--- src/rtl/tick_gate.sv ---
// rtl/tick_gate.sv - divided-clock edge detector driving a valid/ready tick handshake
// Run/pause/single-step control, accepted-tick counter and saturating overrun counter.
module tick_gate #(
  parameter int CNT_W    = 16,
  parameter int OVR_W    = 8,
  parameter int MASK_CYC = 3
) (
  input  logic             Clk,
  input  logic             Rst,
  input  logic             ClkIn,
  input  logic [3:0]       Level,
  input  logic             Run,
  input  logic             Step,
  input  logic             TickReady,
  output logic             TickValid,
  output logic [CNT_W-1:0] TickCount,
  output logic [OVR_W-1:0] Overrun,
  output logic [1:0]       State
);

  localparam int MW = $clog2(MASK_CYC + 1);

  typedef enum logic [1:0] {
    IDLE      = 2'd0,
    RUN       = 2'd1,
    STEP_WAIT = 2'd2
  } state_t;

  logic             s1_q, s2_q, s3_q;
  logic [3:0]       lvl_q, lvl_d;
  logic [MW-1:0]    mask_q, mask_d;
  state_t           state_q, state_d;
  logic             valid_q, valid_d;
  logic [CNT_W-1:0] cnt_q, cnt_d;
  logic [OVR_W-1:0] ovr_q, ovr_d;
  logic             evt, issue, accept;

  // Level 0 means the divider passes Clk straight through, so every cycle is an edge.
  assign evt    = (mask_q == '0) && ((Level == 4'd0) || (s2_q && !s3_q));
  assign accept = valid_q && TickReady;

  always_comb begin
    lvl_d  = lvl_q;
    mask_d = mask_q;
    if (Level != lvl_q) begin
      lvl_d  = Level;
      mask_d = MW'(MASK_CYC);
    end else if (mask_q != '0) begin
      mask_d = mask_q - MW'(1);
    end
  end

  always_comb begin
    state_d = state_q;
    issue   = 1'b0;
    case (state_q)
      IDLE: begin
        if (Run)       state_d = RUN;
        else if (Step) state_d = STEP_WAIT;
      end
      RUN: begin
        issue = evt;
        if (!Run) state_d = IDLE;
      end
      STEP_WAIT: begin
        if (Run) begin
          state_d = RUN;
        end else if (evt) begin
          issue   = 1'b1;
          state_d = IDLE;
        end
      end
      default: state_d = IDLE;
    endcase
  end

  always_comb begin
    valid_d = valid_q;
    ovr_d   = ovr_q;
    cnt_d   = cnt_q + CNT_W'(accept);
    if (issue) begin
      if (valid_q && !TickReady) begin
        if (ovr_q != '1) ovr_d = ovr_q + OVR_W'(1);
      end else begin
        valid_d = 1'b1;
      end
    end else if (accept) begin
      valid_d = 1'b0;
    end
  end

  always_ff @(posedge Clk or negedge Rst) begin
    if (!Rst) begin
      s1_q    <= 1'b0;
      s2_q    <= 1'b0;
      s3_q    <= 1'b0;
      lvl_q   <= '0;
      mask_q  <= '0;
      state_q <= IDLE;
      valid_q <= 1'b0;
      cnt_q   <= '0;
      ovr_q   <= '0;
    end else begin
      s1_q    <= ClkIn;
      s2_q    <= s1_q;
      s3_q    <= s2_q;
      lvl_q   <= lvl_d;
      mask_q  <= mask_d;
      state_q <= state_d;
      valid_q <= valid_d;
      cnt_q   <= cnt_d;
      ovr_q   <= ovr_d;
    end
  end

  assign TickValid = valid_q;
  assign TickCount = cnt_q;
  assign Overrun   = ovr_q;
  assign State     = state_q;

endmodule

--- config.mk ---
export PLATFORM = sky130hd
export DESIGN_NAME = tick_gate
export DESIGN_NICKNAME = d
export VERILOG_FILES = /design/src/rtl/tick_gate.sv
export SDC_FILE = /design/constraint.sdc
export NUM_CORES = 1
export LEC_CHECK = 0
export ABC_AREA = 0
export CAP_MARGIN = 20
export CORE_ASPECT_RATIO = 0.8
export CORE_MARGIN = 1.5
export CORE_UTILIZATION = 47
export DETAILED_ROUTE_END_ITERATION = 6
export GPL_ROUTABILITY_DRIVEN = 0
export PLACE_DENSITY = 0.84
export SETUP_SLACK_MARGIN = 0.4
export SYNTH_ARGS = -nofsm -noshare
export SYNTH_HDL_FRONTEND = slang
export SYNTH_SLANG_ARGS = --single-unit
--- constraint.sdc ---
create_clock -name Clk -period 1.9 [get_ports Clk]
set_clock_uncertainty 0.1 [all_clocks]
set_input_delay 0.38 -clock Clk [delete_from_list [all_inputs] [get_ports Clk]]
set_output_delay 0.38 -clock Clk [all_outputs]
set_load 0.03 [all_outputs]
# Yosys cells after proc, flatten, opt, wreduce, memory -nomap -nowiden
# Index checks and enable logic that the tools add are counted.
# word_totals
ff_bits,36
# classes
mux,14
n_eq_ne,8
n_addsub,3
n_reduce_logical,16
# op_table
operator,n
16-bit by 1-bit adder with 16-bit output,1
2-bit two-way mux,7
8-bit by 1-bit adder with 8-bit output (second input constant),1
8-bit != test (second input constant),1
3-bit != test (second input constant),2
2-bit one-hot mux with 3 select lines,1
3-bit AND reduction,2
2-bit nonzero test,3
1-bit two-way mux,5
1-bit logical AND,4
2-bit zero test,2
4-bit zero test,1
2-bit != test (second input constant),2
4-bit != test,1
2-bit by 1-bit equality test with 1-bit output (second input constant),1
2-bit equality test (second input constant),1
1-bit zero test,2
1-bit one-hot mux with 2 select lines,1
2-bit AND reduction,1
2-bit by 1-bit subtractor with 2-bit output (second input constant),1
1-bit logical OR,1

# Longest topological paths before layout
# depth
ltp_word,9
ltp_mapped,6
depth_no_buf,6

# Worst setup path after synthesis
# No wires, ideal clock.
# synth_path
kind,flip-flop to flip-flop
start,"register state_q[0], in the netlist State[0]"
end,"register ovr_q[1], in the netlist Overrun[1]"
path_slack_ns,-0.031
required_ns,1.675
arrival_time_ns,1.707
path_buffers,0
period_less_slack_ns,1.931
path_stages_with_launch,7
path_cell_list,dfrtp_1 -> inv_1 -> ha_1 -> and2_1 -> o221ai_2 -> nor2_1 -> mux2_2
# synth_between
elab_chain_cells,3
# synth_lines
element,line_no,text
"start, declared",32,"state_t state_q, state_d;"
"start signal, assigned",109,state_q <= state_d;
2-bit equality test or 2-bit by 1-bit equality test with 1-bit output (tied branches),56,case (state_q)
1-bit one-hot mux with 2 select lines *,56,
3-bit AND reduction (no source line) *,-,
"end signal, assigned",112,ovr_q <= ovr_d;
"end, declared",35,"logic [OVR_W-1:0] ovr_q, ovr_d;"
# Mark *: on every way between the ends. The rest lies on a longest branch, timed or not.
# A chain may end at the register's enable or synchronous reset.

# Final worst setup path
# layout_path
start,"register state_q[0], in the netlist State[0]"
end,"register ovr_q[5], in the netlist Overrun[5]"
# Same word-level chain as after synthesis.

==> results.cfg <==
[sta]
setup_viol = 0
post-route-period-util_pct = 92.4
rsz0062_at_grt = true
relSlewSlack_pct = 71.3
period_needed_ns = 1.76
hold_ws_ns = 0.250
finalHoldViolCount = 0
finalMaxSlewViolations = 0
max_freq_mhz = 570
final.setup.tns_ns = 0
worstMarginPinSlew_ns = 0.431

[floorplan]
rows = 18
die_y_um = 55.7
io_pins = 37
die_area_sq_um = 3830
coreArea_sq_um = 3200
die_w_um = 68.8
start_util_pct = 50.9

[cells_and_area]
drive_gt1_share_pct = 47.0
nFillCells = 225
multiInputGateArea_sq_um = 840
fin_nets = 218
regArea_sq_um = 911
instances_no_fill = 242
final_area_sq_um = 2380
antenna_cells = 0
area_growth_pct = 46.0

[worst_hold_path]
hp-class = flop to flop

[power_and_ir_drop]
p_leak_uw = 0.00122
power_frac_seq_pct = 48.8
p_int_uw = 1230
vdd_drop_max_uv = 584
switching_share_pct = 28.3
power.density_nw_per_um2 = 721
pwr-share-clk_pct = 32.9
switchingPower_uw = 486
p_comb_share_pct = 18.3

[worst_setup_path]
cp_slowest_stage_delay_ns = 0.41
worstPathCellList = inv_4 > ha_4 > and2b_2 > o221ai_4 > buf_4 > nor3_4 > xor2_1
end_kind = flop
cp-start-kind = flop
cp_data_arrival_time_ns = 1.82
cp_slowest_cell = dfrtp_2
cp_max_fo = 6
crit_required_ns = 1.97
crit_type = flop to flop

[logic_synthesis]
netlist_top_cells_area = dfrtp_1 (55%), xor2_1 (8.6%), ha_1 (5.4%)
ys_warn_count = 0
syn-cell-area_sq_um = 1630
synthTopCellsByCount = dfrtp_1 (36), xor2_1 (16), nand2_1 (10), xnor2_1 (10)
synth_fp_nets = 155
ys_ff_latch = 36
ys_types = 31
synth.most_common_cell = dfrtp_1
seq_area_frac_synth_pct = 55.3
synth_top_area_share_pct = 55.3
synth_area_leader_cell = dfrtp_1
ys.flop_type = dfrtp_1
synthArstFlopShare_pct = 100
synth_edf_count = 0
syn_inst = 138
avgSynthCellArea_sq_um = 11.8

[clock_network]
insertion_delay_ns = 0.29
root_buffer = clkbuf_8
cts_buffers = 5
cts_tree = done
cts_buffer_depth = 2
clk_pin_slew_worst_paths_ns = 0.07
htreeDepth = 2
cts_sinks = 36

[routing]
drc = 0
routed_via_density = 5.12
vias = 1239
drt_iter0_drc = 43
wirelength_um = 3720
wl_per_cell_um = 15.4
firstDrtPassIters = 4
ant_nets = 0

[run]
cap_violations = 0

[run_status]
status = finished, final reports clean

[placed_design]
placed_area_sq_um = 2180
placedCellCount = 224
port_buffers = 36
place_hpwl_um = 2510

[global_route]
grt_pass1_vias = 1301
grt_remaining_overflow = 0
grt_max_degree = 37
grt_util_all_layers_pct = 21.2
grt_antenna_before_repair = 0
grt_pass1_wl_um = 6000
## worst max-delay path, delay by kind of cell (launching register included)
family                   cells  cell delay [ns]
flip-flops                   1             0.41
AO/OA/AOI/OAI                1             0.29
buffers and inverters        2             0.26
AND/OR/NAND/NOR              2             0.25
XOR/XNOR                     1             0.16
adder cells (fa/ha/maj)      1             0.15
## final timing paths
kind | startpoint | end | slack, ns | cells past startpoint
hold / removal | s1_q | s2_q | 0.25 | 0
min in group asynchronous | Rst | lvl_q[1] | 0.39 | 2
max in group asynchronous | Rst | TickCount[3] | 0.97 | 2
hold reg to reg | s1_q | s2_q | 0.25 | 0
setup / recovery | State[0] | Overrun[5] | 0.14 | 7
setup reg to reg | State[0] | Overrun[5] | 0.14 | 7
## cells in the final DEF, fill, tap and decap left out, types with 4 or more instances in the layout
master           netlist  routed
buf_6                  0       5
clkbuf_8               0       6
buf_2                  1      18
xor2_1                16      16
clkdlybuf4s15_2        0       4
dlygate4sd2_1          0       5
nand2_1               10       7
nand3_1                6       5
buf_4                  0      22
inv_1                  7       5
dfrtp_1               36      28
dfrtp_2                0       8
ha_4                   0       5
nand4_1                6       6
xnor2_1               10      10
## through the flow
stage | utilization (%) | setup slack [ns] | power [uW]
2_1_floorplan | - | 0.177 | 1000
3_3_place_gp | 68.3 | -0.187 | 1110
3_5_place_dp | 68.3 | -0.239 | 1130
4_1_cts | 73.5 | 0.201 | 1680
5_1_grt | 74.4 | 0.0580 | 1800
6_report | 74.4 | 0.144 | 1720
## power groups by stage
stage | clock network, uW | logic, uW | registers [uW]
after floorplan | 0 | 116 | 885
after global placement | 0 | 268 | 842
after detailed placement | 0 | 288 | 844
after CTS | 579 | 272 | 830
after global routing | 618 | 342 | 841
final | 565 | 314 | 837
## final cells by class
class | count | area share, %
clock buffer | 7 | 3.63
clock inverter | 1 | 0.316
inverter | 7 | 1.21
multi-input combinational | 90 | 35.3
sequential | 36 | 38.3
tap | 40 | 2.10
timing repair buffer | 61 | 19.1
## flip-flops by register name (all words and copies together), names as in the netlist, 2 cells and up
| signal | cells |
|---|---|
| TickCount | 16 |
| State | 2 |
| Overrun | 8 |
| mask_q | 2 |
| lvl_q | 4 |
## logic make-up after synthesis
kind of cell | Yosys count | synth area share [%]
AO/OA/AOI/OAI | 8 | 3.76
XOR/XNOR | 26 | 14.0
adder cells (fa/ha/maj) | 7 | 5.38
buffers and inverters | 12 | 3.23
flip-flops | 36 | 55.3
multiplexers | 3 | 1.92
AND/OR/NAND/NOR | 46 | 16.4
## per-layer routing
| metal | track usage (%) | routed length, um | vias to the layer above |
|---|---|---|---|
| met4 | 8.40 | 63 | 0 |
| met1 | 25.9 | 1610 | 603 |
| li1 | - | - | 591 |
| met3 | 6.07 | 169 | 9 |
| met5 | 0 | 0 | - |
| met2 | 34.9 | 1870 | 36 |
## what timing repair did
action                                  4_1_cts  5_1_grt
hold buffers                                  0        0
cloned                                        0        0
setup buffers                                 9        1
pin swaps                                    16        8
endpoints found under the setup margin       51       30
resized for setup                           122       40
Power figures use the tool's default switching activity.
